`config.mk`:
```
export PLATFORM = sky130hd
export DESIGN_NAME = snx_dmem_arbiter_flat
export DESIGN_NICKNAME = d
export VERILOG_FILES = /design/src/rtl/snx_dmem_pkg.sv /design/src/rtl/snx_dmem_arbiter_if.sv /design/src/rtl/snx_rr_arb2.sv /design/src/rtl/snx_dmem_arbiter.sv /design/src/flat_wrapper.sv
export SDC_FILE = /design/constraint.sdc
export NUM_CORES = 1
export LEC_CHECK = 0
export ABC_CLOCK_PERIOD_IN_PS = 1600
export BUFFER_PORTS_ARGS = -buffer_cell sky130_fd_sc_hd__buf_4
export CORE_UTILIZATION = 42
export CTS_CLUSTER_DIAMETER = 60
export DETAILED_ROUTE_END_ITERATION = 10
export PLACE_DENSITY = 0.74
export SYNTH_ARGS = -nofsm -noshare
export SYNTH_HDL_FRONTEND = slang
export SYNTH_SLANG_ARGS = --single-unit
```
`constraint.sdc`:
```
create_clock -name m_clock -period 1.6 [get_ports m_clock]
set_input_delay 0 -clock m_clock [delete_from_list [all_inputs] [get_ports m_clock]]
set_output_delay 0 -clock m_clock [all_outputs]
set_load 0.03 [all_outputs]
```
`src/rtl/snx_dmem_pkg.sv`:
```
// Shared types and defaults for the SNX dmem arbiter: FSM states,
// requester ids and the I/O decode / LED reset defaults.
package snx_dmem_pkg;

  typedef enum logic [1:0] {
    ST_IDLE = 2'd0,
    ST_ACC  = 2'd1,
    ST_RESP = 2'd2
  } state_e;

  typedef enum logic {
    REQ_CPU = 1'b0,
    REQ_DBG = 1'b1
  } req_id_e;

  localparam int         IO_BIT_DEF   = 15;
  localparam logic [7:0] LED_INIT_DEF = 8'h00;

endpackage

```
`src/rtl/snx_dmem_arbiter_if.sv`:
```
// Bus bundle between the two requesters (CPU data port, debug/loader port),
// the arbiter and the dmem SRAM macro.
interface snx_dmem_arbiter_if #(
  parameter int AW = 10,
  parameter int DW = 16
) ();

  logic          cpu_rd;
  logic          cpu_wr;
  logic [15:0]   cpu_adrs;
  logic [DW-1:0] cpu_wdata;
  logic [DW-1:0] cpu_rdata;
  logic          cpu_ack;
  logic          cpu_wait;

  logic          dbg_req;
  logic          dbg_we;
  logic [15:0]   dbg_adrs;
  logic [DW-1:0] dbg_wdata;
  logic [DW-1:0] dbg_rdata;
  logic          dbg_ack;

  logic          mem_cs;
  logic          mem_we;
  logic [AW-1:0] mem_adrs;
  logic [DW-1:0] mem_wdata;
  logic [DW-1:0] mem_rdata;

  // arbiter side
  modport slave (
    input  cpu_rd, cpu_wr, cpu_adrs, cpu_wdata,
    input  dbg_req, dbg_we, dbg_adrs, dbg_wdata,
    input  mem_rdata,
    output cpu_rdata, cpu_ack, cpu_wait,
    output dbg_rdata, dbg_ack,
    output mem_cs, mem_we, mem_adrs, mem_wdata
  );

  // requester / memory side
  modport master (
    output cpu_rd, cpu_wr, cpu_adrs, cpu_wdata,
    output dbg_req, dbg_we, dbg_adrs, dbg_wdata,
    output mem_rdata,
    input  cpu_rdata, cpu_ack, cpu_wait,
    input  dbg_rdata, dbg_ack,
    input  mem_cs, mem_we, mem_adrs, mem_wdata
  );

endinterface

```
`src/rtl/snx_rr_arb2.sv`:
```
// Two-requester round-robin arbiter; bit 0 = CPU, bit 1 = DBG.
// The last-grant flop resets to DBG so the CPU wins the first contention.
module snx_rr_arb2
  import snx_dmem_pkg::*;
(
  input  logic       clk,
  input  logic       rst_n,
  input  logic [1:0] req,
  input  logic       update,
  output logic [1:0] gnt
);

  logic       last_dbg_reg;
  logic [1:0] prio;

  // a side has priority when the other one was served last
  assign prio = {~last_dbg_reg, last_dbg_reg};

  genvar gi;
  generate
    for (gi = 0; gi < 2; gi++) begin : g_gnt
      assign gnt[gi] = req[gi] & (~req[1-gi] | prio[gi]);
    end
  endgenerate

  always_ff @(posedge clk or negedge rst_n) begin
    if (!rst_n) begin
      last_dbg_reg <= 1'b1;
    end else if (update) begin
      last_dbg_reg <= gnt[REQ_DBG];
    end
  end

endmodule

```
`src/rtl/snx_dmem_arbiter.sv`:
```
// Shares the single-port dmem between the CPU and the debug port, decodes
// the I/O region (switch read / LED write), three-cycle access per request.
module snx_dmem_arbiter
  import snx_dmem_pkg::*;
#(
  parameter int         AW       = 10,
  parameter int         DW       = 16,
  parameter int         IO_BIT   = IO_BIT_DEF,
  parameter logic [7:0] LED_INIT = LED_INIT_DEF
) (
  input  logic                m_clock,
  input  logic                p_reset,
  snx_dmem_arbiter_if.slave   bus,
  input  logic [7:0]          sw,
  output logic [7:0]          led,
  output logic                err
);

  localparam logic [1:0] IDLE = ST_IDLE;
  localparam logic [1:0] ACC  = ST_ACC;
  localparam logic [1:0] RESP = ST_RESP;

  logic [1:0]    state_reg;
  logic          sel_dbg_reg;
  logic          write_reg;
  logic          io_reg;
  logic [7:0]    io_rdata_reg;

  logic [1:0]    req;
  logic [1:0]    gnt;
  logic          accept;
  logic          sel_dbg;
  logic          io_sel;
  logic          write_sel;
  logic [AW-1:0] madrs_sel;
  logic [DW-1:0] wdata_sel;
  logic          unused_adrs_bits;

  assign req    = {bus.dbg_req, bus.cpu_rd | bus.cpu_wr};
  assign accept = (state_reg == IDLE) && (gnt != 2'b00);

  snx_rr_arb2 u_arb (
    .clk    (m_clock),
    .rst_n  (p_reset),
    .req    (req),
    .update (accept),
    .gnt    (gnt)
  );

  // cpu_rd & cpu_wr together resolves to a write
  assign sel_dbg   = gnt[REQ_DBG];
  assign io_sel    = sel_dbg ? bus.dbg_adrs[IO_BIT]   : bus.cpu_adrs[IO_BIT];
  assign write_sel = sel_dbg ? bus.dbg_we             : bus.cpu_wr;
  assign madrs_sel = sel_dbg ? bus.dbg_adrs[AW-1:0]   : bus.cpu_adrs[AW-1:0];
  assign wdata_sel = sel_dbg ? bus.dbg_wdata          : bus.cpu_wdata;

  // upper address bits alias inside the memory region
  assign unused_adrs_bits = ^{bus.cpu_adrs[IO_BIT-1:AW], bus.dbg_adrs[IO_BIT-1:AW]};

  assign bus.cpu_wait = (bus.cpu_rd | bus.cpu_wr) & ~bus.cpu_ack;

  always_ff @(posedge m_clock or negedge p_reset) begin
    if (!p_reset) begin
      state_reg     <= IDLE;
      sel_dbg_reg   <= 1'b0;
      write_reg     <= 1'b0;
      io_reg        <= 1'b0;
      io_rdata_reg  <= 8'h00;
      bus.cpu_ack   <= 1'b0;
      bus.dbg_ack   <= 1'b0;
      bus.cpu_rdata <= '0;
      bus.dbg_rdata <= '0;
      bus.mem_cs    <= 1'b0;
      bus.mem_we    <= 1'b0;
      bus.mem_adrs  <= '0;
      bus.mem_wdata <= '0;
      led           <= LED_INIT;
      err           <= 1'b0;
    end else begin
      bus.cpu_ack <= 1'b0;
      bus.dbg_ack <= 1'b0;
      bus.mem_cs  <= 1'b0;
      bus.mem_we  <= 1'b0;
      case (state_reg)
        IDLE: begin
          if (accept) begin
            sel_dbg_reg   <= sel_dbg;
            write_reg     <= write_sel;
            io_reg        <= io_sel;
            bus.mem_cs    <= ~io_sel;
            bus.mem_we    <= write_sel & ~io_sel;
            bus.mem_adrs  <= madrs_sel;
            bus.mem_wdata <= wdata_sel;
            if (!sel_dbg && bus.cpu_rd && bus.cpu_wr) begin
              err <= 1'b1;
            end
            state_reg <= ACC;
          end
        end
        ACC: begin
          if (io_reg) begin
            if (write_reg) begin
              led <= bus.mem_wdata[7:0];
            end else begin
              io_rdata_reg <= sw;
            end
          end
          state_reg <= RESP;
        end
        RESP: begin
          if (sel_dbg_reg) begin
            bus.dbg_ack <= 1'b1;
            if (!write_reg) begin
              bus.dbg_rdata <= io_reg ? DW'({8'h00, io_rdata_reg}) : bus.mem_rdata;
            end
          end else begin
            bus.cpu_ack <= 1'b1;
            if (!write_reg) begin
              bus.cpu_rdata <= io_reg ? DW'({8'h00, io_rdata_reg}) : bus.mem_rdata;
            end
          end
          state_reg <= IDLE;
        end
        default: state_reg <= IDLE;
      endcase
    end
  end

endmodule

```
`src/flat_wrapper.sv`:
```
// flat-port wrapper written by rule: the top's interface ports become plain ports
module snx_dmem_arbiter_flat import snx_dmem_pkg::*;
#(
  parameter int         AW       = 10,
  parameter int         DW       = 16,
  parameter int         IO_BIT   = IO_BIT_DEF,
  parameter logic [7:0] LED_INIT = LED_INIT_DEF
)
  (m_clock, p_reset, sw, led, err, bus_cpu_rd, bus_cpu_wr, bus_cpu_adrs, bus_cpu_wdata, bus_dbg_req, bus_dbg_we, bus_dbg_adrs, bus_dbg_wdata, bus_mem_rdata, bus_cpu_rdata, bus_cpu_ack, bus_cpu_wait, bus_dbg_rdata, bus_dbg_ack, bus_mem_cs, bus_mem_we, bus_mem_adrs, bus_mem_wdata);
  snx_dmem_arbiter_if #(.AW(AW), .DW(DW)) bus_i ();
  input  logic m_clock;
  input  logic p_reset;
  input  logic [7:0] sw;
  output logic [7:0] led;
  output logic err;
  input wire logic [$bits(bus_i.cpu_rd)-1:0] bus_cpu_rd;
  input wire logic [$bits(bus_i.cpu_wr)-1:0] bus_cpu_wr;
  input wire logic [$bits(bus_i.cpu_adrs)-1:0] bus_cpu_adrs;
  input wire logic [$bits(bus_i.cpu_wdata)-1:0] bus_cpu_wdata;
  input wire logic [$bits(bus_i.dbg_req)-1:0] bus_dbg_req;
  input wire logic [$bits(bus_i.dbg_we)-1:0] bus_dbg_we;
  input wire logic [$bits(bus_i.dbg_adrs)-1:0] bus_dbg_adrs;
  input wire logic [$bits(bus_i.dbg_wdata)-1:0] bus_dbg_wdata;
  input wire logic [$bits(bus_i.mem_rdata)-1:0] bus_mem_rdata;
  output wire logic [$bits(bus_i.cpu_rdata)-1:0] bus_cpu_rdata;
  output wire logic [$bits(bus_i.cpu_ack)-1:0] bus_cpu_ack;
  output wire logic [$bits(bus_i.cpu_wait)-1:0] bus_cpu_wait;
  output wire logic [$bits(bus_i.dbg_rdata)-1:0] bus_dbg_rdata;
  output wire logic [$bits(bus_i.dbg_ack)-1:0] bus_dbg_ack;
  output wire logic [$bits(bus_i.mem_cs)-1:0] bus_mem_cs;
  output wire logic [$bits(bus_i.mem_we)-1:0] bus_mem_we;
  output wire logic [$bits(bus_i.mem_adrs)-1:0] bus_mem_adrs;
  output wire logic [$bits(bus_i.mem_wdata)-1:0] bus_mem_wdata;
  assign bus_i.cpu_rd = bus_cpu_rd;
  assign bus_i.cpu_wr = bus_cpu_wr;
  assign bus_i.cpu_adrs = bus_cpu_adrs;
  assign bus_i.cpu_wdata = bus_cpu_wdata;
  assign bus_i.dbg_req = bus_dbg_req;
  assign bus_i.dbg_we = bus_dbg_we;
  assign bus_i.dbg_adrs = bus_dbg_adrs;
  assign bus_i.dbg_wdata = bus_dbg_wdata;
  assign bus_i.mem_rdata = bus_mem_rdata;
  assign bus_cpu_rdata = bus_i.cpu_rdata;
  assign bus_cpu_ack = bus_i.cpu_ack;
  assign bus_cpu_wait = bus_i.cpu_wait;
  assign bus_dbg_rdata = bus_i.dbg_rdata;
  assign bus_dbg_ack = bus_i.dbg_ack;
  assign bus_mem_cs = bus_i.mem_cs;
  assign bus_mem_we = bus_i.mem_we;
  assign bus_mem_adrs = bus_i.mem_adrs;
  assign bus_mem_wdata = bus_i.mem_wdata;
  snx_dmem_arbiter #(.AW(AW), .DW(DW), .IO_BIT(IO_BIT), .LED_INIT(LED_INIT)) u_core (.m_clock(m_clock), .p_reset(p_reset), .bus(bus_i), .sw(sw), .led(led), .err(err));
endmodule
```
### Word level (Yosys, flattened, before mapping)

Index checks and enable logic that the tools add are counted.

| operators by class | value |
|---|---|
| reduce and logical (&&, ||, !) cells | 12 |
| add/subtract/negate cells | 0 |
| bitwise gates (word level) | 14 |
| magnitude comparators | 0 |
| div/mod/pow operators | 0 |
| multiplexer cells | 15 |
| equality and inequality tests | 3 |
| shift-type cells | 0 |
| multiply operators | 0 |

Operators with widths:

| cell | number |
|---|---|
| 16-bit 2-to-1 mux | 2 |
| 3-bit AND reduction | 5 |
| 1-bit 2-to-1 mux | 10 |
| 10-bit 2-to-1 mux | 1 |
| 1-bit inverter | 7 |
| 1-bit AND | 4 |
| 2-bit case mux with 2 select lines | 1 |
| 1-bit logical AND | 3 |
| 1-bit OR | 3 |
| 2-bit by 1-bit equality test with 1-bit output (second input constant) | 1 |
| 2-bit equality test (second input constant) | 1 |
| 2-bit zero test | 1 |
| 2-bit 2-to-1 mux | 1 |
| 2-bit by 1-bit != test with 1-bit output (second input constant) | 1 |
| 2-bit AND reduction | 1 |
| 2-bit nonzero test | 1 |
| 1-bit zero test | 1 |

| storage, ports and cells | value |
|---|---|
| register bits after elaboration | 85 |
| latch bits | 0 |
| memories | 0 |
| memory bits (read-only) | 0 |
| bits in writable memories | 0 |
| input port bits | 94 |
| logic and storage cells | 60 |

### Depth between registers and ports, before layout

Gate-level depths: netlist (run 1).

| depth | value |
|---|---|
| depth after elaboration | 9 |
| mapped depth | 8 |
| gate-level depth less buffers | 4 |

### By module

Synthesis (run 1) repeated with hierarchy kept, for this count alone.

| second synthesis, totals | value |
|---|---|
| cell total of the unflattened synthesis | 278 |
| area total of the unflattened synthesis | 3659.8 um^2 |

Modules (own cells, without submodules):

| module | cells an instance | area an instance (um^2) | instances |
|---|---|---|---|
| snx_dmem_arbiter | 273 | 3595.9 | 1 |
| snx_rr_arb2 | 5 | 63.8 | 1 |

### Worst setup path before layout (run 1)

No wires, ideal clock.

| path | value |
|---|---|
| kind | register to register |
| start | register u_core.state_reg[0] |
| end | register u_core.bus.cpu_rdata[4] |
| period minus slack after synthesis | 1483 ps |
| slack | 117 ps |
| cell stages (with the launch flop) | 6 |
| data required time | 1467 ps |
| arrival time | 1350 ps |
| path buffers | 2 |
| path through | dfrtp_1 or4b_1 clkbuf_1 clkbuf_1 nand2_1 o21ai_0 |

| between the ends | value |
|---|---|
| word-level cells in the longest chain between the ends | 2 |

RTL lines:

| item | line | source |
|---|---|---|
| start: declaration | snx_dmem_arbiter.sv:23 | `logic [1:0] state_reg;` |
| start signal: assignment | snx_dmem_arbiter.sv:64 | `state_reg <= IDLE;` |
| start signal: assignment | snx_dmem_arbiter.sv:97 | `state_reg <= ACC;` |
| start signal: assignment | snx_dmem_arbiter.sv:108 | `state_reg <= RESP;` |
| 2-bit equality test | snx_dmem_arbiter.sv:84 | `case (state_reg)` |
| 3-bit AND reduction (no line) | -- |  |
| end signal: assignment | snx_dmem_arbiter.sv:119 | `bus.cpu_rdata <= io_reg ? DW'({8'h00, io_rdata_reg}) : bus.mem_rdata;` |
| end: declaration | snx_dmem_arbiter_if.sv:34 | `output cpu_rdata, cpu_ack, cpu_wait,` |

No other way between the ends.
A chain may end at the register's enable or synchronous reset.

### Worst setup path after layout (run 1)

| path | value |
|---|---|
| start | register u_core.write_reg |
| end | register u_core.bus.cpu_rdata[2] |

| between the ends | value |
|---|---|
| word-level cells in the longest chain between the ends | 2 |

RTL lines:

| item | line | source |
|---|---|---|
| start: declaration | snx_dmem_arbiter.sv:25 | `logic write_reg;` |
| start signal: assignment | snx_dmem_arbiter.sv:88 | `write_reg <= write_sel;` |
| 1-bit inverter (no line) | -- |  |
| 3-bit AND reduction (no line) | -- |  |

No other way between the ends.

==> results of run 1 <==
[power groups by stage]
| stage | Clock (mW) | Sequential [mW] | Combinational [mW] |
|---|---|---|---|
| 6_report | 1.58 | 3.85 | 6.13 |
| 3_5_place_dp | 0 | 3.87 | 5.95 |
| 3_3_place_gp | 0 | 3.82 | 5.80 |
| 4_1_cts | 1.61 | 3.84 | 6.10 |
| 5_1_grt | 1.71 | 3.99 | 6.60 |
| 2_1_floorplan | 0 | 5.45 | 1.95 |
[cell type report]
type	instances	area [um^2]	area share [%]
clock inverters	3	42.5	0.706
flip-flops and latches	85	2130	35.3
inverters	3	11.3	0.187
repair buffers	255	2180	36.1
multi-input cells	230	1370	22.7
clock buffers	13	169	2.80
well taps	105	131	2.18
[placed cells by master (no fill, tap or decap), drive strengths merged, types with 2 or more instances in the layout]
cell	synthesis	final
dlygate4sd3	0	81
a21oi	28	28
and3b	2	2
nand2	35	35
nand2b	9	9
clkbuf	22	13
a31oi	27	27
mux2i	8	8
nand3	28	28
a32o	3	3
dfrtp	84	84
buf	8	174
mux2	17	17
inv	3	3
o21ai	60	60
nor2	3	3
[metrics by stage]
stage	instance area, um^2	cells	hold WS (ns)
final	6030	694	0.00908
after global routing	6030	694	0.0173
after CTS	6020	694	0.00758
after detailed placement	5000	597	-0.00892
after global placement	5000	597	-0.00839
after floorplan	3640	348	-0.296
[worst max-delay path by stage]
stage / endpoint / slack (ns) / from
after floorplan: u_core.bus.cpu_rdata[4] / 0.12 / u_core.state_reg[0]
after global placement: u_core.led[1] / 0.12 / u_core.state_reg[1]
after detailed placement: u_core.led[5] / 0.09 / u_core.state_reg[1]
after CTS: u_core.led[3] / 0.08 / u_core.state_reg[1]
after global routing: u_core.bus.cpu_rdata[4] / 0.05 / u_core.write_reg
final: u_core.bus.cpu_rdata[2] / 0.12 / u_core.write_reg
[per-layer routing]
layer	GRT usage (%)	vias to the layer above	part of all wire, %
li1	-	1726	-
met4	14.1	0	3.6
met5	0	-	0
met1	30.9	1819	39
met3	5.42	43	7.1
met2	43.8	196	50
[logic make-up (layout without fill, tap and decap cells)]
| kind of cell | after synthesis | after routing | synth area share, % |
|---|---|---|---|
| buffers and inverters | 33 | 274 | 4.20 |
| AO/OA/AOI/OAI | 121 | 121 | 18.3 |
| multiplexers | 25 | 25 | 7.46 |
| flip-flops | 85 | 85 | 58.5 |
| AND/OR/NAND/NOR | 84 | 84 | 11.6 |
[worst max-delay path: stages, from the launching register on]
cell and delay (ns):
sky130_fd_sc_hd__dfrtp_1 0.43, sky130_fd_sc_hd__or4b_1 0.57, sky130_fd_sc_hd__buf_12 0.19, sky130_fd_sc_hd__nand2_1 0.08, sky130_fd_sc_hd__o21ai_0 0.08
[what timing repair did]
item,4_1_cts,5_1_grt
hold buffers,81,0
resized for setup,0,1
setup endpoints to repair,0,5
hold endpoints to repair,100,0
==> results.toml, run 1 <==
[worst_setup_path]
cp-end-kind = "flop"
worstPathArrival_ns = 1.68
critical_path.reg2reg.startpoint = "u_core.write_reg"
worst-endpoint-required_ns = 1.81
worstSetupPathType = "reg2reg"
number_of_cells_on_the_worst_reg_to_reg_path = 4
worst-r2r-setup-slack_ns = 0.12
regToRegEndpoint = "u_core.bus.cpu_rdata[2]"
timing.critical_path.from_type = "flop"
cp_max_fo = 32

[power]
power.share.sequential_pct = 33.3
power.share.combinational_pct = 53.0
ir_worst_vdd_mv = 0.862
p_per_area_nw_per_um2 = 1920
power_leakage_nw = 2.82
switch_share_pct = 43.5
internal-power_mw = 6.54
p_sw_mw = 5.02
clkPwrFrac_pct = 13.7
total_power_mw = 11.6

[clocking]
cts.clk_slew.worst_paths_ns = 0.09
post_cts_repair_timing_setup_buffer_count = 0
htreeDepth = 3
cts_made_buffers = 9
root_buffer = "sky130_fd_sc_hd__clkbuf_8"
cts_tree = "yes"
cts_sinks = 85
clock_tree.buffer_depth = 2
clock_insertion_delay_worst_skew_ns = 0.34

[finish]
design.final.nets = 678
area_growth_syn_to_layout_pct = 65.8
fillCellCount = 575
antenna_fix_cells = 0
final_layout_size_suffix_gt1_share_pct = 36.0
utilization_pct = 72.7
biggest_registers_after_layout = "u_core.bus.cpu_rdata (16), u_core.bus.dbg_rdata (16), u_core.bus.mem_wdata (16)"

[routing]
route.final.wire_length_um = 11400
dr_total_vias = 3784
drt_pre_antenna_iters = 4
dr.first_iter.drc_count = 181
drtAntennaViolNets = 0
wire_per_inst_um = 16.4
detail_route.vias_per_cell = 5.45
drc = 0

[synthesis]
synth_cell_count_leaders = "84 x sky130_fd_sc_hd__dfrtp_1, 59 x sky130_fd_sc_hd__o21ai_0, 34 x sky130_fd_sc_hd__nand2_1"
synth_cell_types = 30
synth.cell_area_um2 = 3640
synth_top_area_cell = "sky130_fd_sc_hd__dfrtp_1"
number_of_nets_in_the_synthesized_netlist = 442
ys_top_cells_by_area = "sky130_fd_sc_hd__dfrtp_1 58%, sky130_fd_sc_hd__o21ai_0 8.1%, sky130_fd_sc_hd__mux2_2 5.3%"
synth_enable_flop_cells = 0
async_sr_flop_fraction_pct = 100
top_count_cell_post_synth = "sky130_fd_sc_hd__dfrtp_1"
ys_warn_count = 0
avgSynthCellArea_um2 = 10.5
yosysSeqAreaShare_pct = 58.5
flop_and_latch_count_out_of_synthesis = 85
ys_dominant_reg_cell = "sky130_fd_sc_hd__dfrtp_1"
synth_largest_type_area_fraction_pct = 57.8
netlist_instances = 348

[global_routing]
grt_overflow_total = 0
antenna_found_initial = 0
grt_pass1_wl_um = 18200
grt_pass1_vias = 3957
grt_use_total_pct = 25.9
grt_start_max_net_pins = 37

[worst_hold_path]
hold_start = "bus_mem_rdata[2]"
holdCritPathClass = "in2reg"
min_delay_worst_endpoint = "u_core.bus.dbg_rdata[2]"
holdPathStages = 3

[floorplanning]
die_height_um = 95.1
io_pins = 166
initial_core_util_pct = 43.8
fp.dieW_um = 95.1
core_area_um2 = 8300
std_cell_rows = 33
die_area_um2 = 9040

[timing]
skew_ns = 0.0106
slew_headroom_pct = 67.5
slew_viol_final = 0
fin_setup_tns_ns = 0
grt_setup_unrepaired = "no"
layout_worst_path_cycle_share_pct = 92.4
period_minus_slack_ns = 1.48
highest_clock_rate_ghz = 0.676
setup_viol_count_final = 0
final_worst_setup_slack_ns = 0.121
final_hold_viol_count = 0
timing_worst_slew_pin_value_ns = 0.488

[placement]
place_ws_ns = 0.0884
hpwlAfterDp_um = 7020
placement.io_buffers = 155
place_congestion = 0.753

[outcome]
status = "finished clean"

[run]
max_cap_viol_count = 0
Note: power is estimated with default switching activity, not from simulation.
==> run 2: changes to the inputs <==
- ABC_CLOCK_PERIOD_IN_PS: 1600 -> 1450
- CORE_UTILIZATION: 42 -> 47
- PLACE_DENSITY: 0.74 -> 0.78
- clock period: 1.6 -> 1.45 ns (I/O delays scaled with it)
==> run 2 against run 1 <==
The flow now finishes with violations (setup timing). Maximum frequency up 1.7%. Die area shrank 10%. Clock skew down 0.0042 ns. Worst setup slack worse by 0.13 ns.
==> results.toml, run 2 (synthesized netlist as in run 1, its figures left out) <==
[finish]
final_common_cell = "sky130_fd_sc_hd__buf_4"
design.final.nets = 683
final_layout_size_suffix_gt1_share_pct = 36.1
biggest_registers_after_layout = "u_core.bus.cpu_rdata (16), u_core.bus.dbg_rdata (16), u_core.bus.mem_wdata (16)"
antenna_fix_cells = 0
area_growth_syn_to_layout_pct = 68.9
finalInstanceArea_um2 = 6140
mostFrequentLayoutCells = "168 x sky130_fd_sc_hd__buf_4, 84 x sky130_fd_sc_hd__dfrtp_1, 83 x sky130_fd_sc_hd__dlygate4sd3_1"

[timing]
skew_ns = 0.00642
highest_clock_rate_ghz = 0.687
slew_viol_final = 0
final_worst_setup_slack_ns = -0.00460
layout_worst_path_cycle_share_pct = 100
setup_viol_count_final = 1
timing_worst_slew_pin_value_ns = 0.448
fin_setup_tns_ns = -0.00460
final_hold_viol_count = 0
slew_headroom_pct = 70.0
period_minus_slack_ns = 1.45

[floorplanning]
fp.dieW_um = 90.0
core_area_um2 = 7370
die_area_um2 = 8090
io_pins = 166
std_cell_rows = 31
die_height_um = 90.0
initial_core_util_pct = 49.4

[routing]
dr.first_iter.drc_count = 160
dr_total_vias = 3862
drtAntennaViolNets = 0
detail_route.vias_per_cell = 5.58
wire_per_inst_um = 17.9
met3_length_um = 878
route.final.wire_length_um = 12400
detailroute.wirelength.met2_um = 6280
drc = 0
m1WireLength_um = 4800
drt_pre_antenna_iters = 5
maxUsedRoutingLayer = "met4"

[worst_setup_path]
cp_max_fo = 16
worstSetupPathType = "reg2reg"
worst-r2r-setup-slack_ns = -0.005
worstPathArrival_ns = 1.71
cp-end-kind = "flop"
timing.critical_path.from_type = "flop"
critical-path-max-stage-delay_ns = 0.62
path_cells = "o21a_1 -> buf_6 -> o21ai_0 -> a31oi_1"
worst-endpoint-required_ns = 1.70
critical_path.reg2reg.startpoint = "u_core.u_arb.last_dbg_reg"
number_of_cells_on_the_worst_reg_to_reg_path = 4
regToRegEndpoint = "u_core.bus.mem_adrs[8]"
critPathSlowestCell = "sky130_fd_sc_hd__dfstp_2"

[power]
p_per_area_nw_per_um2 = 2180
power_leakage_nw = 2.87
ir_worst_vdd_mv = 1.16

[clocking]
cts_sinks = 85
clock_insertion_delay_worst_skew_ns = 0.35
cts_made_buffers = 9
clock_tree.buffer_depth = 2
cts.clk_slew.worst_paths_ns = 0.08
post_cts_repair_timing_setup_buffer_count = 0
root_buffer = "sky130_fd_sc_hd__clkbuf_8"
cts_tree = "yes"
htreeDepth = 3

[worst_hold_path]
holdCritPathClass = "in2reg"
min_delay_worst_endpoint = "u_core.bus.mem_we"
hold_start = "bus_cpu_wr"
holdPathStages = 3

[placement]
placement.cell_area_um2 = 5030
place_congestion = 0.784
hpwlAfterDp_um = 6620
placement.io_buffers = 155

[global_routing]
grt_overflow_total = 0
grt_use_total_pct = 31.0
grt_pass1_wl_um = 19800
grt_start_max_net_pins = 39
grt_pass1_vias = 4026
antenna_found_initial = 0

[outcome]
status = "finished with violations"
violations = "setup timing"

[run]
max_cap_viol_count = 0
-- run 2: cell count changes in the layout (fill, tap and decap cells not counted), moves of 2 or more --
cell | before | now
sky130_fd_sc_hd__o21ai_1 | 1 | 3
sky130_fd_sc_hd__dlygate4sd3_1 | 81 | 83
sky130_fd_sc_hd__bufinv_16 | 1 | 4
sky130_fd_sc_hd__buf_6 | 0 | 3
sky130_fd_sc_hd__clkbuf_8 | 12 | 10
sky130_fd_sc_hd__o21ai_0 | 58 | 56
-- run 2: layout make-up --
type                            instances  area [um^2]
Clock inverter                          4          120
Multi-Input combinational cell        230         1370
Timing Repair Buffer                  260         2250
Clock buffer                           11          141
Tap cell                               99          124
Sequential cell                        85         2130
Inverter                                3         11.3
Fill cell                             409         1220
-- run 2: layer usage --
metal  GRT usage [%]  vias up
met1            37.3     1866
met4            14.8        0
li1                -     1736
met2            53.3      220
met3            6.35       40
met5               0        -
-- run 2: worst max path at each step --
stage | from | end | slack, ns | depth (start not counted)
6_report | u_core.u_arb.last_dbg_reg | u_core.bus.mem_adrs[8] | -0.005 | 4
5_1_grt | u_core.u_arb.last_dbg_reg | u_core.bus.mem_wdata[6] | -0.04 | 4
4_1_cts | u_core.state_reg[0] | u_core.bus.cpu_rdata[14] | 0.002 | 4
3_5_place_dp | u_core.state_reg[0] | u_core.bus.cpu_rdata[14] | 0.01 | 4
3_3_place_gp | u_core.state_reg[0] | u_core.bus.cpu_rdata[10] | 0.07 | 4
2_1_floorplan | u_core.state_reg[0] | u_core.bus.cpu_rdata[4] | 0.003 | 5
-- run 2: worst max-delay path: cells and delay by family, from the launching register on --
family / cells / cell delay [ns]
compound gates: 3 / 0.56
flops: 1 / 0.62
buf+inv: 1 / 0.18
-- run 2: power by group --
group / switching (mW) / internal [mW] / total [mW]
logic: 4.13 / 2.84 / 6.97
clock network: 0.809 / 1.36 / 2.17
registers: 0.727 / 3.53 / 4.26
total: 5.67 / 7.73 / 13.4
-- run 2: what timing repair did --
action	in CTS	in global routing
hold endpoints to repair	140	0
endpoints found under the setup margin	0	23
gates resized for setup	0	7
hold buffers	83	0
-- run 2: through the flow --
stage / util [%] / setup WS, ns / hold slack (ns) / power (mW) / instances
detailed placement: 68.3 / 0.0108 / -0.0260 / 10.8 / 594
global placement: 68.3 / 0.0696 / -0.0277 / 10.7 / 594
floorplan: - / 0.00323 / -0.296 / 8.17 / 348
finish: 83.4 / -0.00460 / 0.0776 / 13.4 / 692
CTS: 83.1 / 0.00162 / 0.0000788 / 13.2 / 692
global route: 83.4 / -0.0420 / 0.0836 / 14.1 / 692
